`src/rtl/fwd_hazard_pkg.sv`:
```
// Shared encodings and helpers for the forwarding/hazard unit.
// Optional statistics counters are enabled with the HAZARD_STATS_EN macro.
package fwd_hazard_pkg;

    localparam logic [1:0] FWD_RF = 2'b00;
    localparam logic [1:0] FWD_EX = 2'b01;
    localparam logic [1:0] FWD_WB = 2'b10;

    typedef enum logic {
        IDLE  = 1'b0,
        STALL = 1'b1
    } state_t;

    localparam int CNT_W  = 4;
    localparam int STAT_W = 16;

    // Saturating add of a 0..2 increment onto a statistics counter.
    function automatic logic [STAT_W-1:0] sat_add(input logic [STAT_W-1:0] a,
                                                  input logic [1:0]        inc);
        logic [STAT_W:0] sum;
        sum = {1'b0, a} + {{(STAT_W-1){1'b0}}, inc};
        return sum[STAT_W] ? {STAT_W{1'b1}} : sum[STAT_W-1:0];
    endfunction

endpackage

```
`src/rtl/fwd_operand_mux.sv`:
```
// Per-operand forward select, load-use hazard detect and operand data mux.
// With en low the operand falls back to the register file value.
module fwd_operand_mux
    import fwd_hazard_pkg::*;
#(
    parameter int D_SIZE  = 32,
    parameter int R_ADDR  = 3,
    parameter int R0_ZERO = 0
) (
    input  logic              en,
    input  logic [R_ADDR-1:0] addr,
    input  logic              use_op,
    input  logic [D_SIZE-1:0] data_rd,
    input  logic [R_ADDR-1:0] dest_ex,
    input  logic              reg_we_ex,
    input  logic              mem_re_ex,
    input  logic [D_SIZE-1:0] result_ex,
    input  logic [R_ADDR-1:0] dest_wb,
    input  logic              reg_we_wb,
    input  logic [D_SIZE-1:0] result_wb,
    output logic [1:0]        sel,
    output logic [D_SIZE-1:0] op_fwd,
    output logic              hazard
);

    logic addr_ok_s;
    logic ex_match_s;
    logic wb_hit_s;

    // Match EX/WB destinations against this operand and pick the newest source.
    always_comb begin
        addr_ok_s  = !((R0_ZERO != 0) && (addr == {R_ADDR{1'b0}}));
        ex_match_s = use_op & addr_ok_s & reg_we_ex & (dest_ex == addr);
        wb_hit_s   = use_op & addr_ok_s & reg_we_wb & (dest_wb == addr);
        hazard     = en & ex_match_s & mem_re_ex;
        if (!en) begin
            sel = FWD_RF;
        end else if (ex_match_s && !mem_re_ex) begin
            sel = FWD_EX;
        end else if (wb_hit_s) begin
            sel = FWD_WB;
        end else begin
            sel = FWD_RF;
        end
        case (sel)
            FWD_EX:  op_fwd = result_ex;
            FWD_WB:  op_fwd = result_wb;
            default: op_fwd = data_rd;
        endcase
    end

endmodule

```
`src/rtl/fwd_hazard_unit.sv`:
```
// Forwarding and load-use stall control for the 4-stage pipeline.
// Define HAZARD_STATS_EN to build the stall/forward statistics counters.
module fwd_hazard_unit
    import fwd_hazard_pkg::*;
#(
    parameter int D_SIZE   = 32,
    parameter int R_ADDR   = 3,
    parameter int LOAD_LAT = 1,
    parameter int R0_ZERO  = 0
) (
    input  logic              clk,
    input  logic              rst,
    input  logic [R_ADDR-1:0] addr_op1_rd,
    input  logic [R_ADDR-1:0] addr_op2_rd,
    input  logic              use_op1_rd,
    input  logic              use_op2_rd,
    input  logic [D_SIZE-1:0] data_op1_rd,
    input  logic [D_SIZE-1:0] data_op2_rd,
    input  logic [R_ADDR-1:0] dest_ex,
    input  logic              reg_we_ex,
    input  logic              mem_re_ex,
    input  logic [D_SIZE-1:0] result_ex,
    input  logic [R_ADDR-1:0] dest_wb,
    input  logic              reg_we_wb,
    input  logic [D_SIZE-1:0] result_wb,
    input  logic              flush,
    output logic [D_SIZE-1:0] op1_fwd,
    output logic [D_SIZE-1:0] op2_fwd,
    output logic [1:0]        fwd_sel1,
    output logic [1:0]        fwd_sel2,
    output logic              freeze,
    output logic              clear,
    output logic              stalled,
    output logic [15:0]       stall_cnt,
    output logic [15:0]       fwd_cnt
);

    state_t           state_r, state_nxt_s;
    logic [CNT_W-1:0] cnt_r, cnt_nxt_s;
    logic             haz1_s, haz2_s;

    fwd_operand_mux #(.D_SIZE(D_SIZE), .R_ADDR(R_ADDR), .R0_ZERO(R0_ZERO)) u_op1 (
        .en(rst), .addr(addr_op1_rd), .use_op(use_op1_rd), .data_rd(data_op1_rd),
        .dest_ex(dest_ex), .reg_we_ex(reg_we_ex), .mem_re_ex(mem_re_ex), .result_ex(result_ex),
        .dest_wb(dest_wb), .reg_we_wb(reg_we_wb), .result_wb(result_wb),
        .sel(fwd_sel1), .op_fwd(op1_fwd), .hazard(haz1_s)
    );

    fwd_operand_mux #(.D_SIZE(D_SIZE), .R_ADDR(R_ADDR), .R0_ZERO(R0_ZERO)) u_op2 (
        .en(rst), .addr(addr_op2_rd), .use_op(use_op2_rd), .data_rd(data_op2_rd),
        .dest_ex(dest_ex), .reg_we_ex(reg_we_ex), .mem_re_ex(mem_re_ex), .result_ex(result_ex),
        .dest_wb(dest_wb), .reg_we_wb(reg_we_wb), .result_wb(result_wb),
        .sel(fwd_sel2), .op_fwd(op2_fwd), .hazard(haz2_s)
    );

    // Stall FSM state and remaining-latency counter.
    always_ff @(posedge clk or negedge rst) begin
        if (!rst) begin
            state_r <= IDLE;
            cnt_r   <= {CNT_W{1'b0}};
        end else begin
            state_r <= state_nxt_s;
            cnt_r   <= cnt_nxt_s;
        end
    end

    // Next state and stall controls; flush overrides any hazard or stall in progress.
    always_comb begin
        state_nxt_s = state_r;
        cnt_nxt_s   = cnt_r;
        freeze      = 1'b0;
        clear       = 1'b0;
        if (!rst) begin
            state_nxt_s = IDLE;
            cnt_nxt_s   = {CNT_W{1'b0}};
        end else if (flush) begin
            state_nxt_s = IDLE;
            cnt_nxt_s   = {CNT_W{1'b0}};
            clear       = 1'b1;
        end else begin
            case (state_r)
                IDLE: begin
                    if (haz1_s || haz2_s) begin
                        freeze = 1'b1;
                        clear  = 1'b1;
                        if (LOAD_LAT > 1) begin
                            state_nxt_s = STALL;
                            cnt_nxt_s   = CNT_W'(LOAD_LAT - 1);
                        end else begin
                            state_nxt_s = IDLE;
                        end
                    end else begin
                        state_nxt_s = IDLE;
                    end
                end
                STALL: begin
                    freeze = 1'b1;
                    clear  = 1'b1;
                    if (cnt_r == {{(CNT_W-1){1'b0}}, 1'b1}) begin
                        state_nxt_s = IDLE;
                        cnt_nxt_s   = {CNT_W{1'b0}};
                    end else begin
                        cnt_nxt_s = cnt_r - {{(CNT_W-1){1'b0}}, 1'b1};
                    end
                end
                default: begin
                    state_nxt_s = IDLE;
                    cnt_nxt_s   = {CNT_W{1'b0}};
                end
            endcase
        end
    end

    assign stalled = (state_r == STALL);

`ifdef HAZARD_STATS_EN
    logic [1:0] fwd_inc_s;
    logic       fwd1_s, fwd2_s;

    assign fwd1_s    = (fwd_sel1 != FWD_RF) & ~freeze;
    assign fwd2_s    = (fwd_sel2 != FWD_RF) & ~freeze;
    assign fwd_inc_s = {1'b0, fwd1_s} + {1'b0, fwd2_s};

    // Saturating statistics: freeze cycles and forwarded operands actually consumed.
    always_ff @(posedge clk or negedge rst) begin
        if (!rst) begin
            stall_cnt <= {STAT_W{1'b0}};
            fwd_cnt   <= {STAT_W{1'b0}};
        end else begin
            stall_cnt <= sat_add(stall_cnt, {1'b0, freeze});
            fwd_cnt   <= sat_add(fwd_cnt, fwd_inc_s);
        end
    end
`else
    assign stall_cnt = {STAT_W{1'b0}};
    assign fwd_cnt   = {STAT_W{1'b0}};
`endif

endmodule

```
`config.mk`:
```
export PLATFORM = sky130hd
export DESIGN_NAME = fwd_hazard_unit
export DESIGN_NICKNAME = d
export VERILOG_FILES = /design/src/rtl/fwd_hazard_pkg.sv /design/src/rtl/fwd_operand_mux.sv /design/src/rtl/fwd_hazard_unit.sv
export SDC_FILE = /design/constraint.sdc
export NUM_CORES = 1
export LEC_CHECK = 0
export ABC_AREA = 1
export BUFFER_PORTS_ARGS = -buffer_cell sky130_fd_sc_hd__buf_2
export CAP_MARGIN = 20
export CORE_AREA = 4 4 94 96
export DETAILED_ROUTE_END_ITERATION = 10
export DIE_AREA = 0 0 98 100
export PLACE_DENSITY = 0.83
export SLEW_MARGIN = 25
export SYNTH_ARGS = -nofsm -noshare
export SYNTH_HDL_FRONTEND = slang
export SYNTH_HIERARCHICAL = 1
export SYNTH_SLANG_ARGS = --single-unit
export TNS_END_PERCENT = 30
```
`constraint.sdc`:
```
create_clock -name clk -period 1.67 [get_ports clk]
set_input_delay 0.0835 -clock clk [delete_from_list [all_inputs] [get_ports clk]]
set_output_delay 0.0835 -clock clk [all_outputs]
set_load 0.005 [all_outputs]
```
======== Yosys cells after proc, flatten, opt, wreduce, memory -nomap -nowiden ========
Index checks and enable logic that the tools add are counted.
cells by class
  add/subtract/negate cells ............... 1
  equal/unequal tests ..................... 10
  multiplexer cells ....................... 22
  bitwise gates (word level) .............. 13
  reductions and logical operators ........ 4
operators with widths
  cell                                              number
  case mux 32 bit (2 select lines)                  2
  two-way mux 4 bit                                 4
  bitwise AND 1 bit                                 12
  == test 3 bit                                     4
  two-way mux 2 bit                                 6
  two-way mux 1 bit                                 8
  == test 2 x 1 -> 1 bit, second input constant     2
  == test 2 bit, second input constant              2
  == test 4 x 1 -> 1 bit, second input constant     1
  case mux 1 bit (2 select lines)                   2
  subtractor 4 x 1 -> 4 bit, second input constant  1
  != test 3 x 1 -> 1 bit, second input constant     1
  logical AND 1 bit                                 2
  logical NOT 1 bit                                 1
  logical OR 1 bit                                  1
  inverter 1 bit                                    1
storage, ports and cells
  bits in registers ....................... 5
  output and inout port bits .............. 103

======== Longest topological paths before layout ========
Gate-level depths: netlist of run 1.
  depth in word-level cells ............... 9
  depth in mapped cells ................... 14
  depth with buffers taken out ............ 12

======== Modules after synthesis ========
Netlist of run 1, hierarchy kept.
modules (own cells, without submodules)
  module           instances  cells each  area each (sq um)  seq. area each (sq um)
  fwd_operand_mux  2          189         1052.3             0.0
  fwd_hazard_unit  1          72          541.8              125.1

======== Worst setup path before layout of run 1 ========
No wires, ideal clock.
  path kind ............................... input port to output port
  start point ............................. input port addr_op1_rd[0]
  end point ............................... output port op1_fwd[18]
  arrival ................................. 1302 ps
  data required time ...................... 1586 ps
  setup slack ............................. 284 ps
  stages .................................. 13
  cells stage by stage .................... inv_2 nand2_1 nand2_1 nor2_4 nand3_2 nand2_2 inv_2 ha_1 buf_4 inv_4 buf_4 nor2_1 a21oi_1
on the way
  cells in the longest elaborated chain, start to end .. 7
ends and longest elaborated chain
  element                                                         RTL line                                      RTL
  from (decl)                                                     fwd_hazard_unit.sv:13                         input logic [R_ADDR-1:0] addr_op1_rd,
  == test 3 bit (on tied branches)                                fwd_operand_mux.sv:34, fwd_operand_mux.sv:33
  bitwise AND 1 bit (on tied branches)                            fwd_operand_mux.sv:34, fwd_operand_mux.sv:33
  two-way mux 2 bit / logical AND 1 bit (equally long branches)   fwd_operand_mux.sv:40, fwd_operand_mux.sv:38
  two-way mux 2 bit *                                             fwd_operand_mux.sv:38                         end else if (ex_match_s && !mem_re_ex) begin
  two-way mux 2 bit *                                             fwd_operand_mux.sv:36                         if (!en) begin
  via fwd_sel1[1]                                                 fwd_hazard_unit.sv:29                         output logic [1:0] fwd_sel1,
  == test 2 bit / == test 2 x 1 -> 1 bit (equally long branches)  fwd_operand_mux.sv:45                         case (sel)
  case mux 32 bit (2 select lines) *                              fwd_operand_mux.sv:45
  to (decl)                                                       fwd_hazard_unit.sv:27                         output logic [D_SIZE-1:0] op1_fwd,
Mark *: on every way through the listed nets, which the timed path passes. The rest lies on a longest branch.

======== Worst setup path after layout of run 1 ========
  start point ............................. input port dest_ex[1]
  end point ............................... output port op1_fwd[31]
on the way
  cells in the longest elaborated chain, start to end .. 7
ends and longest elaborated chain
  element                                                         RTL line               RTL
  from (decl)                                                     fwd_hazard_unit.sv:19  input logic [R_ADDR-1:0] dest_ex,
  == test 3 bit *                                                 fwd_operand_mux.sv:33  ex_match_s = use_op & addr_ok_s & reg_we_ex & (dest_ex == addr);
  bitwise AND 1 bit *                                             fwd_operand_mux.sv:33
  logical AND 1 bit *                                             fwd_operand_mux.sv:38
  two-way mux 2 bit *                                             fwd_operand_mux.sv:38
  two-way mux 2 bit *                                             fwd_operand_mux.sv:36
  == test 2 bit / == test 2 x 1 -> 1 bit (equally long branches)  fwd_operand_mux.sv:45
  case mux 32 bit (2 select lines) *                              fwd_operand_mux.sv:45
Mark *: on every way between the ends. The rest lies on a longest branch, timed or not.

==> summary.md, run 1 <==
| Metric | Value |
|---|---|
| Status | finished, violations left |
| Failing checks | setup timing |
| Die area | 0.00980 sq mm |
| Boundary pin count | 251 |
| Worst hold path stage count | 4 |
| Drt wl/cell | 14.7 um |
| Post-DP HPWL | 8.62 mm |
| Commonest non-fill, non-tap cell in the layout | buf_2 |
| Largest net degree at the start of global routing | 33 |
| Antenna violations before repair | 0 |
| Clock buffer depth | 2 |
| Fill count | 751 |
| Max IR drop VDD | 0.358 mV |
| Post-layout util | 0.561 |
| Crit path DAT | 1.62 ns |
| Critical path startpoint category | input port |
| Area delta synth->final | 70.7% |
| Minimum clock period | 1.71 ns |
| Router iterations before antenna repair | 6 |
| Slew Viols, Final | 0 |
| Critical path class | input port to primary output |
| RSZ-0062 raised after global routing | true |
| R2R cell count | 4 |
| CTS tree | yes |
| Pre-CTS setup slack | -0.102 ns |
| Final count of hold timing violations | 0 |
| Root buf cell | clkbuf_8 |
| GRT Util Overall | 0.193 |
| Worst path required time | 1.59 ns |
| Commonest cells after routing, fill and taps aside | 206 x buf_2, 89 x nand2_1, 86 x a21oi_2 |
| CP Max Fanout | 5 |
| PwrDens | 258 mW/mm^2 |
| PnR worst setup slack | -0.0363 ns |
| Via Count | 3712 |
| Synth Register Bits | 5 |
| Post-synthesis area per instance | 5.88 sq um |
| # port buffers | 218 |
| Worst setup EP type | primary output |
| Grt ovf | 0 |
| Mapped Cells | 450 |
| Chip Width | 98 um |
| Clk_skew | 0.00204 ns |
| Final #Nets | 841 |
| Post-DRT Antenna Nets | 0 |
| CP cell instances | buf_6, inv_2, nand2_2, nand2_2, nor2_4, nand3_2, nand2_2, inv_2, ha_4, inv_8, clkbuf_16, nor2_2, a21oi_2, buf_2 |
| Clock latency on the worst-skew pair | 0.23 ns |
| Reg-to-reg setup timing slack | 0.63 ns |
| Final Non-Filler Cells | 791 |
| Max Cap Viol | 0 |
| CTS buffer count | 3 |
| CTS sink cnt | 5 |
| Static Leak | 2.28 nW |
| CTS clk-pin slew, worst paths | 0.04 ns |
| Worst flop-to-flop path startpoint | cnt_r[0] |
| Tcrit/Tclk final | 1.02 |
| Cell count after placement | 773 |
| DRT iter0 DRCs | 153 |
| Final wirelength | 11.6 mm |
| Worst path slowest cell | ha_4 |
| Delay of the slowest critical-path stage | 0.37 ns |
| Via density | 4.69 |
| Hold Path Class | input port to register |
| Netlist cell types | 23 |
| Syn Std Cell Area | 0.00265 sq mm |
| WHS Endpoint | stalled |
| First-pass GRT wire length | 15.7 mm |
| Core ar. | 0.00805 sq mm |
| Fmax | 0.586 GHz |
| Final setup fails | 5 |
| Initial Utilization | 0.329 |
| Num rows | 33 |
| Setup TNS Final | -0.0707 ns |
| Critical Path Most Common Cell | nand2_2 |
| Number of global-route vias before repair | 3226 |
| Die height | 100 um |
| YS warnings | 6 |
| # DRC | 0 |
| Hold path start | flush |
| Inserted Diodes | 0 |
| Layout cells sized above 1 | 0.633 |
| Crit path from | dest_ex[1] |
| Sequential share of the synthesized area | 0.0473 |
| H-tree depth | 1 |
| Reg-to-Reg End | cnt_r[2] |
| Placer congestion estimate | 0.828 |
## cell families after synthesis
logic type | Yosys count | synth area share
AND/OR/NAND/NOR | 209 | 0.334
flip-flops | 5 | 0.0473
other | 1 | 0.00142
XOR/XNOR | 1 | 0.00331
adder cells (fa/ha/maj) | 6 | 0.0284
AO/OA/AOI/OAI | 132 | 0.365
buffers and inverters | 96 | 0.221
## report_power, final
group	switching (mW)	total [mW]	internal, mW	leakage, nW
registers	0	0.122	0.122	0.0699
clock network	0.0719	0.237	0.165	0.0228
logic	0.410	0.808	0.398	2.18
total	0.482	1.17	0.685	2.28
## through the flow
step / hold WS, ns / area, sq um / total power, mW
global placement: 0.0464 / 3850 / 0.812
detailed placement: 0.0424 / 3850 / 0.817
CTS: 0.166 / 4060 / 1.08
floorplan: -0.212 / 2760 / 0.484
finish: 0.168 / 4520 / 1.17
global route: 0.211 / 4520 / 1.25
## cell type report
class                      instances  area (sq um)  area share
tap                              105           131      0.0291
sequential                         5           125      0.0277
timing repair buffer             259          1740       0.384
multi-input combinational        380          2320       0.514
inverter                          38           160      0.0354
clock buffer                       4          45.0     0.00997
## state kept, by name, summed over array words and instances, names as in the netlist
register	cells
cnt_r	4
stalled	1
## routing by layer
layer  track usage  up-vias  wire, um
met3        0.0271        8      1180
li1              -     1849         -
met4        0.0373        0        63
met1         0.232     1663      4330
met2         0.367      192      6080
met5             0        -         0
## worst max-delay path: cells and delay by family
| family | cells | cell delay (ns) |
|---|---|---|
| AO/OA/AOI/OAI | 1 | 0.05 |
| adder cells (fa/ha/maj) | 1 | 0.37 |
| buffers and inverters | 6 | 0.53 |
| AND/OR/NAND/NOR | 6 | 0.57 |
## synth_stat cells (all sizes together)
| cell | number | share of area |
|---|---|---|
| dfrtp | 5 | 0.047 |
| a21oi | 129 | 0.36 |
| nand3 | 8 | 0.021 |
| nand2 | 118 | 0.17 |
| o21ai | 3 | 0.0057 |
| nand4 | 2 | 0.0095 |
| nor2 | 80 | 0.13 |
| inv | 38 | 0.056 |
| xnor2 | 1 | 0.0033 |
| buf | 58 | 0.17 |
| nor3 | 1 | 0.0019 |
| conb | 1 | 0.0014 |
| ha | 6 | 0.028 |
## timing repair
action	in CTS	in global routing
hold endpoints to repair	5	0
pin swaps	1	17
gates resized for setup	13	96
endpoints found under the setup margin	64	64
cloned	1	6
setup buffers	3	3
hold buffers	1	0
## worst max-delay path by stage
stage	endpoint	slack, ns
floorplan	op1_fwd[18]	0.28
global placement	op1_fwd[19]	-0.11
detailed placement	op1_fwd[29]	-0.10
CTS	op1_fwd[29]	-0.03
global route	op1_fwd[29]	-0.10
finish	op1_fwd[31]	-0.04
No activity file was read; power rests on OpenSTA's default activity.
==> run 2, diff against run 1 <==
Clock period 1.67 ns to 1.8 ns, I/O delays scaled along.
==> summary.md, run 2 (synthesis results as in run 1) <==
| Metric | Value |
|---|---|
| Status | finished, final reports clean |
| Pre-CTS setup slack | 0.00160 ns |
| Post-DP HPWL | 8.80 mm |
| Largest net degree at the start of global routing | 31 |
| Worst setup EP type | primary output |
| CP Max Fanout | 17 |
| Root buf cell | clkbuf_8 |
| Post-layout util | 0.483 |
| Crit path DAT | 1.60 ns |
| Chip Width | 98 um |
| Design Power | 0.974 mW |
| Num rows | 33 |
| Commonest cells after routing, fill and taps aside | 218 x buf_2, 112 x nand2_1, 81 x a21oi_2 |
| Clk_skew | 0.00185 ns |
| Critical path startpoint category | input port |
| CTS sink cnt | 5 |
| Placer congestion estimate | 0.910 |
| PwrDens | 251 mW/mm^2 |
| Switching Fraction | 0.409 |
| DRT iter0 DRCs | 105 |
| Final count of hold timing violations | 0 |
| Minimum clock period | 1.69 ns |
| CTS clk-pin slew, worst paths | 0.04 ns |
| Tcrit/Tclk final | 0.940 |
| Final #Nets | 819 |
| PnR worst setup slack | 0.109 ns |
| Worst hold path stage count | 4 |
| Sw power | 0.398 mW |
| Clock latency on the worst-skew pair | 0.23 ns |
| Part of the power in registers | 0.116 |
| Share of power burned in the clock network | 0.220 |
| R2R cell count | 4 |
| Fmax | 0.591 GHz |
| Critical path class | input port to primary output |
| Via density | 4.57 |
| Max Cap Viol | 0 |
| Final Non-Filler Cells | 769 |
| Commonest non-fill, non-tap cell in the layout | buf_2 |
| Max reg flops | 4 |
| CTS buffer count | 3 |
| H-tree depth | 1 |
| Static Leak | 2.04 nW |
| Crit path from | dest_ex[2] |
| Via Count | 3518 |
| Antenna violations before repair | 0 |
| CTS tree | yes |
| Final setup fails | 0 |
| # DRC | 0 |
| First-pass GRT wire length | 15.9 mm |
| Slew Viols, Final | 0 |
| WHS Endpoint | stalled |
| Design area | 0.00389 sq mm |
| Hold path start | flush |
| RSZ-0062 raised after global routing | true |
| Hold Path Class | input port to register |
| Largest register by flop count | cnt_r |
| Max IR drop VDD | 0.297 mV |
| Boundary pin count | 251 |
| Int Pwr | 0.576 mW |
| Die area | 0.00980 sq mm |
| Clock buffer depth | 2 |
| Post-DRT Antenna Nets | 0 |
| Router iterations before antenna repair | 4 |
| Layout cells sized above 1 | 0.532 |
| Reg-to-reg setup timing slack | 0.76 ns |
| Number of global-route vias before repair | 3258 |
| Initial Utilization | 0.329 |
| Setup TNS Final | 0 ns |
| # port buffers | 218 |
| Inserted Diodes | 0 |
| Core ar. | 0.00805 sq mm |
| Placed Area | 0.00381 sq mm |
| Final wirelength | 10.4 mm |
| Die height | 100 um |
| Worst path required time | 1.71 ns |
| GRT Util Overall | 0.194 |
| Cell count after placement | 764 |
| Area delta synth->final | 46.9% |
| Hold WS | 0.172 ns |
| Reg-to-Reg End | cnt_r[2] |
| Combinational share of power | 0.664 |
| Grt ovf | 0 |
| Drt wl/cell | 13.5 um |
| Worst flop-to-flop path startpoint | cnt_r[0] |
## run 2: cell count changes in the layout (fill, tap and decap cells not counted), moves of 5 or more
cell,previous run,this run
buf_4,20,8
a21oi_2,86,81
buf_2,206,218
clkbuf_16,5,0
nand2_1,89,112
nor2_2,21,4
buf_6,13,0
nor2_4,13,4
a21oi_1,43,48
nor2_1,46,72
nand2_2,26,6
## run 2: area by class of cell
cell class / count / area [sq um]
fill: 857 / 4160
tap: 105 / 131
sequential: 5 / 125
multi-input combinational: 380 / 2080
inverter: 38 / 148
timing repair buffer: 237 / 1360
clock buffer: 4 / 45.0
## run 2: repair_timing
item | CTS | global route
gates resized for setup | 1 | 1
setup buffers | 0 | 0
hold endpoints to repair | 5 | 0
endpoints found under the setup margin | 1 | 38
hold buffers | 1 | 0
## run 2: how the worst max path moves through the flow
stage | end | slack [ns]
2_1_floorplan | op1_fwd[18] | 0.40
3_3_place_gp | op1_fwd[26] | 0.06
3_5_place_dp | op1_fwd[26] | 0.002
4_1_cts | op2_fwd[26] | 0.02
5_1_grt | op1_fwd[18] | -0.08
6_report | op1_fwd[26] | 0.11
## run 2: worst max-delay path, cell delays in order
cell	delay (ns)
buf_2	0.13
inv_1	0.05
nand2_1	0.07
nand2_2	0.07
nor2_4	0.14
nand4_2	0.14
inv_2	0.11
ha_1	0.17
buf_4	0.23
nand2_1	0.08
a21oi_1	0.18
buf_2	0.14
## run 2: power groups by stage
stage	Combinational (mW)	Sequential (mW)	Clock (mW)
2_1_floorplan	0.334	0.114	0
3_3_place_gp	0.638	0.114	0
3_5_place_dp	0.644	0.114	0
4_1_cts	0.649	0.113	0.219
5_1_grt	0.717	0.113	0.229
6_report	0.647	0.113	0.214
## run 2: routing by layer
layer / vias up / global-route usage / wire length [um]
met4: 0 / 0.0341 / 119
met1: 1534 / 0.232 / 3930
met5: - / 0 / 0
met2: 170 / 0.366 / 5390
met3: 11 / 0.0320 / 954
li1: 1803 / - / -
